`src/rtl/deadlock_report_unit.sv`:
```
// Qualifies a monitor's block flag into a sticky deadlock report: block must persist with
// unchanged per-channel info for STABLE_CYCLES edges before deadlock is declared.
module deadlock_report_unit #(
  parameter int          INFO_W        = 4,
  parameter int unsigned STABLE_CYCLES = 8,
  parameter int          CNT_W         = 32
) (
  input  logic              clock,
  input  logic              reset,
  input  logic              block,
  input  logic [INFO_W-1:0] axis_block_info,
  input  logic              clear,
  output logic              deadlock,
  output logic [INFO_W-1:0] deadlock_info,
  output logic [CNT_W-1:0]  block_cycles,
  output logic [15:0]       episode_count,
  output logic [1:0]        state
);

  typedef enum logic [1:0] {
    IDLE     = 2'd0,
    SUSPECT  = 2'd1,
    DEADLOCK = 2'd2
  } state_t;

  localparam logic [15:0] LAST_RUN = 16'(STABLE_CYCLES - 1);

  state_t              state_q, state_d;
  logic [15:0]         run_cnt_q, run_cnt_d;
  logic [INFO_W-1:0]   snap_q, snap_d;
  logic                deadlock_q, deadlock_d;
  logic [INFO_W-1:0]   dl_info_q, dl_info_d;
  logic [CNT_W-1:0]    block_cycles_q, block_cycles_d;
  logic [15:0]         episode_q, episode_d;

  always_comb begin
    state_d    = state_q;
    run_cnt_d  = run_cnt_q;
    snap_d     = snap_q;
    deadlock_d = deadlock_q;
    dl_info_d  = dl_info_q;
    episode_d  = episode_q;

    unique case (state_q)
      IDLE: begin
        if (block) begin
          state_d   = SUSPECT;
          run_cnt_d = 16'd1;
          snap_d    = axis_block_info;
        end
      end
      SUSPECT: begin
        if (!block) begin
          state_d   = IDLE;
          run_cnt_d = '0;
        end else if (axis_block_info != snap_q) begin
          // Info changed mid-qualification: restart the run with the new snapshot.
          run_cnt_d = 16'd1;
          snap_d    = axis_block_info;
        end else if (run_cnt_q == LAST_RUN) begin
          state_d    = DEADLOCK;
          deadlock_d = 1'b1;
          dl_info_d  = snap_q;
          if (episode_q != '1) episode_d = episode_q + 16'd1;
        end else begin
          run_cnt_d = run_cnt_q + 16'd1;
        end
      end
      DEADLOCK: begin
        if (clear) begin
          state_d    = IDLE;
          deadlock_d = 1'b0;
          dl_info_d  = '0;
          run_cnt_d  = '0;
        end
      end
      default: state_d = IDLE;
    endcase
  end

  // Free-running view of the raw block run, unaffected by FSM state or clear.
  always_comb begin
    block_cycles_d = '0;
    if (block) begin
      block_cycles_d = (block_cycles_q == '1) ? block_cycles_q : block_cycles_q + 1'b1;
    end
  end

  always_ff @(posedge clock or negedge reset) begin
    if (!reset) begin
      state_q        <= IDLE;
      run_cnt_q      <= '0;
      snap_q         <= '0;
      deadlock_q     <= 1'b0;
      dl_info_q      <= '0;
      block_cycles_q <= '0;
      episode_q      <= '0;
    end else begin
      state_q        <= state_d;
      run_cnt_q      <= run_cnt_d;
      snap_q         <= snap_d;
      deadlock_q     <= deadlock_d;
      dl_info_q      <= dl_info_d;
      block_cycles_q <= block_cycles_d;
      episode_q      <= episode_d;
    end
  end

  assign deadlock      = deadlock_q;
  assign deadlock_info = dl_info_q;
  assign block_cycles  = block_cycles_q;
  assign episode_count = episode_q;
  assign state         = state_q;

endmodule

```
`config.mk`:
```
export PLATFORM = sky130hd
export DESIGN_NAME = deadlock_report_unit
export DESIGN_NICKNAME = d
export VERILOG_FILES = /design/src/rtl/deadlock_report_unit.sv
export SDC_FILE = /design/constraint.sdc
export NUM_CORES = 1
export LEC_CHECK = 0
export CAP_MARGIN = 20
export CORE_MARGIN = 1.5
export CORE_UTILIZATION = 40
export CTS_CLUSTER_DIAMETER = 80
export CTS_CLUSTER_SIZE = 14
export DETAILED_ROUTE_END_ITERATION = 10
export SLEW_MARGIN = 20
export SYNTH_ARGS = -nofsm -noshare
export SYNTH_HDL_FRONTEND = slang
export SYNTH_SLANG_ARGS = --single-unit
```
`constraint.sdc`:
```
create_clock -name clock -period 5.7 [get_ports clock]
set_input_delay 0.855 -clock clock [delete_from_list [all_inputs] [get_ports clock]]
set_output_delay 0.855 -clock clock [all_outputs]
set_load 0.05 [all_outputs]
```
==> results of run 1 <==
[metal layers]
metal,vias to the layer above,routed length [um],GRT usage
met4,0,45,0.0543
met1,1805,5080,0.283
met5,-,0,0
met2,77,5030,0.302
met3,2,473,0.0389
li1,1781,-,-
[state kept, by name, summed over array words and instances, names as in the netlist]
| name | count |
|---|---|
| block_cycles | 32 |
| episode_count | 16 |
| run_cnt_q | 16 |
| deadlock_info | 4 |
| snap_q | 4 |
| state | 2 |
| deadlock | 1 |
[critical path, delay by kind of cell]
family | cells | cell delay [ns]
buffers and inverters | 1 | 0.44
multiplexers | 1 | 0.31
XOR/XNOR | 1 | 0.22
AND/OR/NAND/NOR | 3 | 1.20
[how the worst min path moves through the flow]
| stage | startpoint | to | slack (ns) | cells past startpoint |
|---|---|---|---|---|
| after global routing | deadlock_info[1] | deadlock_info[1] | 0.53 | 1 |
| after global placement | episode_count[5] | episode_count[5] | 0.48 | 1 |
| after CTS | episode_count[5] | episode_count[5] | 0.50 | 1 |
| after detailed placement | episode_count[5] | episode_count[5] | 0.49 | 1 |
| final | episode_count[5] | episode_count[5] | 0.50 | 1 |
| after floorplan | run_cnt_q[1] | run_cnt_q[1] | 0.48 | 2 |
[cell type report]
class	count	area (um2)
multi-input combinational	337	2300
fill	997	5170
clock buffer	10	138
timing repair buffer	62	622
tap	136	170
clock inverter	6	88.8
sequential	75	1880
inverter	15	56.3
[layout by cell type, fill, tap and decap left out, drive strengths merged, types with 4 or more instances in the layout]
cell	n
xor2	12
and4	8
o21ai	18
xnor2	20
nand2	30
nand4	28
nor4	11
nand2b	4
a22o	6
clkbuf	10
ha	7
nand3	28
inv	15
and3	9
dfrtp	75
o31ai	13
mux2	6
or4	9
nor2b	4
a21oi	19
nor2	40
a31oi	6
clkdlybuf4s50	61
or3	10
nor3	14
[through the flow]
| step | area [um2] | utilization | power [uW] | setup WS [ns] |
|---|---|---|---|---|
| 2_1_floorplan | 4320 | - | 752 | 3.39 |
| 3_3_place_gp | 5020 | 0.482 | 821 | 2.60 |
| 3_5_place_dp | 5020 | 0.482 | 827 | 2.56 |
| 4_1_cts | 5240 | 0.503 | 1300 | 2.92 |
| 5_1_grt | 5250 | 0.504 | 1350 | 2.70 |
| 6_report | 5250 | 0.504 | 1290 | 2.92 |
[power breakdown]
part,total [uW],internal [uW],leakage [uW],switching [uW]
logic,231,80.6,0.000875,150
clock network,471,258,0.000108,212
registers,584,555,0.00103,28.2
[cells by family (layout without fill, tap and decap cells)]
kind of cell	Yosys count	after routing	synth area share
AO/OA/AOI/OAI	85	85	0.145
XOR/XNOR	32	32	0.0649
adder cells (fa/ha/maj)	7	7	0.0203
buffers and inverters	31	93	0.0333
flip-flops	75	75	0.435
multiplexers	9	9	0.0235
AND/OR/NAND/NOR	204	204	0.279
==> metrics.md, run 1 <==
| Metric | Value |
|---|---|
| Area contributors post-synth | dfrtp_1, xnor2_1, nand4_1 |
| Routed WL | around 11 mm |
| RSZ-0062 raised after global routing | false |
| Layout Nets | around 500 |
| Register-to-register setup slack | 3.28 ns |
| Final setup fails | 0 |
| Worst path cell trace | clkdlybuf4s50_1 -> xnor2_1 -> nand4_1 -> nor3b_4 -> nand2_2 -> mux2_4 |
| HP Class | flop to flop |
| Drt via density | 5.72 |
| Async set-reset flop share out of synthesis | 1.00 |
| Critical path class | input pin to flop |
| Die Area | 11400 um2 |
| Reg2Reg Capture Point | block_cycles[1] |
| Required @ worst endpoint | about 5.9 ns |
| Number of global-route vias before repair | between 3000 and 4000 |
| Clk_skew | 0.00815 ns |
| Measured slew at the worst slew-check pin | 0.977 ns |
| # DRC | 0 |
| Cell Rows | 37 |
| Max-cap violations | 0 |
| Total iterations of the first detailed-routing run | 5 |
| Post-synth EDFFs | 0 |
| Clock Pin Slew Worst Setup and Hold Paths | 0.08 ns |
| Pwr per Cell Area | 245 nW/um2 |
| Antenna-violating nets left | 0 |
| GPL Wtd Cong | a little over 0.8 |
| Die height | about 110 um |
| Die width | 107 um |
| Setup crit start kind | input pin |
| CTS buffer count | 9 |
| Hold-fix buffers at CTS | 0 |
| CTS tree | yes |
| Final period util | 0.488 |
| Syn Std Cell Area | ~4300 um2 |
| Synth Instances | 443 |
| Syn Nets | 458 |
| Pins Over Slew Limit | 0 |
| Crit. End Element | flop |
| Commonest cells post-synth | dfrtp_1, nor2_1, nand2_1, nand3_1, nand4_1 |
| Synthesis-stage register bit count | 75 |
| Htree depth | 3 |
| Input/output buffers | 62 |
| Synthesized area per cell | 9.74 um2 |
| Share of layout cells above drive strength 1 | 0.0931 |
| Placed insts | about 630 |
| Initial core utilization | 0.414 |
| Crit Path Max Fanout | 8 |
| Antenna Cells | 0 |
| First-pass GRT wire length | 17.8 mm |
| FMAX | 0.359 GHz |
| Share of the synthesized area in the top cell type | 0.435 |
| LEAKAGE | 0.00201 uW |
| Fin cells | 641 |
| Count leader, synth | dfrtp_1 |
| Vias | 3665 |
| Crit path time final | between 2 and 3 ns |
| Total GRT Usage | 0.197 |
| Netlist cell types | 64 |
| CP startpoint | axis_block_info[2] |
| Grt total ovfl | 0 |
| Slowest stage delay, CP | 0.54 ns |
| IR drop worst, VDD | 164 uV |
| Drt wl/cell | between 15 and 20 um |
| CTS resizes | 0 |
| Status | finished, final reports clean |
| Seq/Total Area, Yosys | 0.435 |
| YS warnings | 0 |
| FF-to-FF path depth | 6 |
| First DRT Iteration DRCs | 197 |
| Layout Area Growth over Synthesis | 21.6% |
| Critical Path Sink | episode_count[1] |
| Top_reg_cell synth | dfrtp_1 |
| CTS root buf | clkbuf_8 |
| Final Hold Fails | 0 |
| Largest net degree at the start of global routing | 76 |
| Worst R2R Start | block_cycles[0] |
| Worst-path cell with the longest stage delay | nand4_1 |
| I/O pins | 63 |
| Worst-Skew Late Latency | 0.35 ns |
| DP HPWL | between 7 and 8 mm |
| Fin Setup TNS | 0 ns |
| Dominant cell type by area after synthesis | dfrtp_1 |
| Worst hold margin | 0.498 ns |
| Worst EP arrival | 3.03 ns |
| Slew margin rel. | 0.348 |
| Clock buffer depth | 2 |
| Setup Buffers After CTS | 0 |
| Initial antenna violation count | 0 |
| CTS Sinks | 75 |
| Std-Cell Core Area | around 10000 um2 |
Power figures use the tool's default switching activity.
==> run 2: changes to the inputs <==
==> constraint.sdc (replaced) <==
create_clock -name clock -period 2.28 [get_ports clock]
set_input_delay 0.342 -clock clock [delete_from_list [all_inputs] [get_ports clock]]
set_output_delay 0.342 -clock clock [all_outputs]
set_load 0.05 [all_outputs]
==> run 2 against run 1 <==
  * Via count up 2.8%
  * Wire length increased by 3.6%
  * Global-route usage grew 0.46 points
  * Cell area rose by 3.8%
  * Core utilization increased by 1.9 points
  * Register-to-register slack got worse by 3.2 ns
  * Sequential cell count did not move
  * Combinational power grew to 2.8 times the previous value
  * Clock-buffer cell count grew 2
  * Clock skew increased by 0.0016 ns
  * Clock power increased by 110%
  * Critical path depth down 1
  * Critical path type is now flop to flop
  * Largest power group unchanged
  * Highest routed layer unchanged
==> metrics.md, run 2 (synthesis results as in run 1) <==
| Metric | Value |
|---|---|
| Area occupied by multi-input gates | 2300 um2 |
| Max layer used | met4 |
| Final period util | 0.953 |
| Initial core utilization | 0.414 |
| # DRC | 0 |
| Worst EP arrival | between 2 and 2.5 ns |
| P_int | approximately 2200 uW |
| Fin cells | around 670 |
| Vias | 3769 |
| Crit Path Max Fanout | 10 |
| Routed wire length on met2 | 5.00 mm |
| I/O pins | 63 |
| Final Hold Fails | 0 |
| IR drop worst, VDD | 409 uV |
| Crit path time final | 2.17 ns |
| Final setup fails | 0 |
| Die height | 107 um |
| Drt wl/cell | roughly 16 um |
| Largest register FFs | 32 |
| Grt total ovfl | 0 |
| Total GRT Usage | 0.202 |
| First-pass GRT wire length | 18.2 mm |
| Total iterations of the first detailed-routing run | 4 |
| Switching power total | a little over 900 uW |
| Routed WL | 11.0 mm |
| Setup crit start kind | flop |
| Clk_skew | 0.00979 ns |
| Layout Nets | 543 |
| Met3 wire length | 389 um |
| Input/output buffers | 62 |
| HP Class | input pin to asynchronous set/reset pin |
| Placed insts | roughly 650 |
| Setup Buffers After CTS | 0 |
| CTS buffer count | 9 |
| CTS Sinks | 75 |
| Htree depth | 3 |
| Clock buffer depth | 2 |
| Comb pwr share | 0.205 |
| Most common cell after layout, fill and taps aside | dfrtp_1 |
| Max-cap violations | 0 |
| Slew margin rel. | 0.622 |
| Status | finished, final reports clean |
| First DRT Iteration DRCs | 171 |
| Required @ worst endpoint | about 2.6 ns |
| Layout Area Growth over Synthesis | 26.2% |
| Clock Pin Slew Worst Setup and Hold Paths | 0.07 ns |
| GPL Wtd Cong | 0.889 |
| Most frequent cells in the layout | dfrtp_1, clkdlybuf4s50_1, nor2_1 |
| Antenna Cells | 0 |
| Initial antenna violation count | 0 |
| Fin Setup TNS | 0 ns |
| Measured slew at the worst slew-check pin | 0.562 ns |
| Pins Over Slew Limit | 0 |
| Crit. End Element | flop |
| Die width | 107 um |
| Antenna-violating nets left | 0 |
| FMAX | 0.460 GHz |
| FF+latch area | 1880 um2 |
| Register share of total power | 0.471 |
| Cell Rows | 37 |
| FILL cells | 970 |
| Critical path class | flop to flop |
| Clock Power Share | 0.325 |
| CTS tree | yes |
| Net Sw Frac | 0.300 |
| Die Area | 11400 um2 |
| Pwr per Cell Area | between 500 and 600 nW/um2 |
| Drt via density | 5.64 |
| Largest net degree at the start of global routing | 39 |
| Share of layout cells above drive strength 1 | 0.139 |
| DP HPWL | around 7.9 mm |
| Number of global-route vias before repair | about 3600 |
| M1 WL | 5.48 mm |
| RSZ-0062 raised after global routing | false |
| LEAKAGE | 0.00214 uW |
| Std-Cell Core Area | 10400 um2 |
| CTS root buf | clkbuf_8 |
| Worst-Skew Late Latency | 0.35 ns |
## run 2: changes by cell type in the layout (fill, tap and decap cells not counted)
cell           before  now
buf_12              0    2
buf_4               0   26
buf_6               1    0
bufinv_16           2    1
clkbuf_1            0    2
clkinv_2            1    2
clkinv_4            1    0
clkinvlp_4          2    0
dfrtp_1            75   73
dfrtp_2             0    2
dlygate4sd3_1       0    1
or4_1               9    8
or4_4               0    1
## run 2: path summary, 6_finish.rpt
kind	startpoint	slack (ns)	cells past startpoint	end
worst max-delay path	block_cycles[0]	0.11	5	block_cycles[14]
worst min-delay path	reset	0.51	2	block_cycles[13]
worst max register to register	block_cycles[0]	0.11	5	block_cycles[14]
worst min register to register	episode_count[5]	0.51	1	episode_count[5]
max in group asynchronous	reset	1.19	3	block_cycles[22]
min in group clock	episode_count[5]	0.51	1	episode_count[5]
## run 2: per-layer routing
| metal | GRT usage | vias to the layer above |
|---|---|---|
| li1 | - | 1825 |
| met1 | 0.299 | 1864 |
| met2 | 0.296 | 66 |
| met3 | 0.0401 | 14 |
| met4 | 0.0610 | 0 |
| met5 | 0 | - |
## run 2: per-stage QoR
step | power [uW] | area (um2) | hold WS (ns) | setup slack (ns) | util
after global placement | 2110 | 5250 | 0.342 | 0.127 | 0.504
final | 3110 | 5450 | 0.507 | 0.108 | 0.523
after detailed placement | 2120 | 5250 | 0.348 | 0.0444 | 0.504
after global routing | 3280 | 5450 | 0.529 | 0.0204 | 0.523
after floorplan | 1880 | 4320 | 0.0464 | 0.0218 | -
after CTS | 3150 | 5440 | 0.502 | 0.136 | 0.523
## run 2: power by group through the flow
| stage | clock network (uW) | registers [uW] | logic (uW) |
|---|---|---|---|
| final | 1010 | 1460 | 636 |
| after global routing | 1110 | 1470 | 701 |
| after CTS | 1050 | 1460 | 638 |
| after detailed placement | 0 | 1490 | 635 |
| after global placement | 0 | 1480 | 623 |
| after floorplan | 0 | 1510 | 368 |
## run 2: layout make-up
cell class	count	area share
tap	136	0.0312
clock buffer	12	0.0266
sequential	75	0.345
multi-input combinational	337	0.422
timing repair buffer	90	0.157
inverter	15	0.0103
clock inverter	3	0.00735
## run 2: what timing repair did
item,CTS,global route
hold buffers,1,0
resized for setup,0,1
endpoints found under the setup margin,0,1
endpoints found under the hold margin,37,0
## run 2: worst max-delay path: stages, from the launching register on
cell and delay, ns:
dfrtp_1 0.42, ha_1 0.29, and4_1 0.30, nand3_1 0.36
or4_1 0.58, a21oi_1 0.15
==> run 3: changes to the inputs <==
--- a/config.mk
+++ b/config.mk
@@ -6,11 +6,13 @@
 export NUM_CORES = 1
 export LEC_CHECK = 0
 export CAP_MARGIN = 20
+export CORE_ASPECT_RATIO = 0.8
 export CORE_MARGIN = 1.5
 export CORE_UTILIZATION = 40
 export CTS_CLUSTER_DIAMETER = 80
 export CTS_CLUSTER_SIZE = 14
 export DETAILED_ROUTE_END_ITERATION = 10
+export MAX_ROUTING_LAYER = met4
 export SLEW_MARGIN = 20
 export SYNTH_ARGS = -nofsm -noshare
 export SYNTH_HDL_FRONTEND = slang
==> run 3 against run 2 <==
  * Global-route usage rose by 1.9 points
  * Final cell count increased by 1.0%
  * Critical path depth shrank 4
  * Largest power group is now the clock network
  * Worst hold slack worse by 0.0048 ns
  * Non-clock buffer count increased by 2
  * Core utilization increased by 1.8 points
==> metrics.md, run 3 (synthesis results as in run 1) <==
| Metric | Value |
|---|---|
| FILL cells | around 960 |
| CP bufs+invs | 1 |
| Std-Cell Core Area | 10400 um2 |
| Final Total Pwr | roughly 3800 uW |
| I/O pins | 63 |
| Total GRT Usage | 0.220 |
| LEAKAGE | 0.00220 uW |
| Final period util | 0.911 |
| Setup crit start kind | flop |
| CTS root buf | clkbuf_16 |
| GPL Wtd Cong | approximately 0.87 |
| Status | finished, final reports clean |
| Grt total ovfl | 0 |
| Initial antenna violation count | 0 |
| Routed WL | 11.2 mm |
| Largest register FFs | 32 |
| Worst-Skew Late Latency | 0.34 ns |
| Clock buffer depth | 2 |
| Most common cell after layout, fill and taps aside | dfrtp_1 |
| Comb pwr share | 0.173 |
| DP HPWL | 8.08 mm |
| # DRC | 0 |
| Clock Pin Slew Worst Setup and Hold Paths | 0.06 ns |
| Slew margin rel. | 0.566 |
| Die width | about 120 um |
| Clk_skew | 0.0111 ns |
| Drt via density | approximately 5.6 |
| Switching power total | 1030 uW |
| First DRT Iteration DRCs | ~230 |
| Fin Setup TNS | 0 ns |
| P_int | ~2700 uW |
| Area occupied by multi-input gates | roughly 2300 um2 |
| Required @ worst endpoint | just under 2 ns |
| Antenna-violating nets left | 0 |
| Final Hold Fails | 0 |
| Layout Area Growth over Synthesis | 29.9% |
| FF+latch area | ~1900 um2 |
| Input/output buffers | 62 |
| FMAX | slightly below 0.5 GHz |
| Total iterations of the first detailed-routing run | 4 |
| Cell Rows | 33 |
| Worst path cell trace | clkdlybuf4s50_1 |
| Critical path class | flop to primary output |
| Antenna Cells | 0 |
| Pwr per Cell Area | 669 nW/um2 |
| Largest net degree at the start of global routing | 39 |
| Worst EP arrival | 1.73 ns |
| Final setup fails | 0 |
| Vias | 3778 |
| Drt wl/cell | between 15 and 20 um |
| Register share of total power | 0.389 |
| CTS Sinks | 75 |
| HP Class | flop to flop |
| CP top delay family | buffers and inverters |
| Max-cap violations | 0 |
| Die Area | 11400 um2 |
| Worst-path cell with the longest stage delay | clkdlybuf4s50_1 |
| Measured slew at the worst slew-check pin | 0.645 ns |
| RSZ-0062 raised after global routing | false |
| CTS tree | yes |
| Share of layout cells above drive strength 1 | 0.151 |
| Crit. End Element | primary output |
| Layout Nets | 545 |
| Htree depth | 3 |
| Number of global-route vias before repair | 3766 |
| Fin cells | 675 |
| Clock Power Share | 0.438 |
| CTS buffer count | 9 |
| Net Sw Frac | 0.276 |
| Most frequent cells in the layout | dfrtp_1, clkdlybuf4s50_1, nor2_1 |
| Pins Over Slew Limit | 0 |
| First-pass GRT wire length | 19.3 mm |
| IR drop worst, VDD | 430 uV |
| Placed insts | 657 |
| Layout Utilization | 0.541 |
| Crit path time final | 2.08 ns |
| Crit Path Max Fanout | 10 |
| Initial core utilization | 0.417 |
| Die height | 95.9 um |
| Slowest stage delay, CP | 0.87 ns |
[run 3: per-stage QoR]
stage | area [um2] | setup WS (ns) | hold WS [ns]
after floorplan | 4320 | 0.0218 | 0.0464
after detailed placement | 5240 | 0.00371 | 0.356
after global routing | 5610 | 0.0659 | 0.521
final | 5610 | 0.204 | 0.502
after global placement | 5240 | 0.0897 | 0.351
after CTS | 5590 | 0.168 | 0.504
[run 3: final timing paths]
check,slack (ns),from,endpoint,depth (start not counted)
max,0.20,block_cycles[23],block_cycles[23],1
min,0.50,deadlock_info[0],deadlock_info[0],1
max reg2reg,0.24,run_cnt_q[0],episode_count[1],6
min reg2reg,0.50,deadlock_info[0],deadlock_info[0],1
max in group asynchronous,1.15,reset,block_cycles[20],3
min in group asynchronous,0.53,reset,block_cycles[30],2
[run 3: timing repair]
item,in CTS,in global routing
resized for setup,0,4
endpoints found under the hold margin,35,0
buffers inserted,0,1
hold buffers,1,0
setup endpoints to repair,0,7
[run 3: cell type report]
cell class                 count  area share
timing repair buffer          92       0.151
inverter                      15      0.0100
clock inverter                 6      0.0203
multi-input combinational    337       0.412
clock buffer                  10      0.0408
tap                          140      0.0312
sequential                    75       0.335
[run 3: per-layer routing]
layer,vias to the layer above,global-route usage,wire [um]
met4,0,0.0663,85
met5,-,-,0
met3,8,0.0557,522
li1,1837,-,-
met2,95,0.319,4990
met1,1838,0.305,5630
[run 3: power by group through the flow]
| stage | Combinational, uW | Sequential, uW | Clock [uW] |
|---|---|---|---|
| after floorplan | 368 | 1510 | 0 |
| after global placement | 640 | 1480 | 0 |
| after detailed placement | 648 | 1480 | 0 |
| after CTS | 656 | 1460 | 1700 |
| after global routing | 713 | 1470 | 1750 |
| final | 649 | 1460 | 1640 |
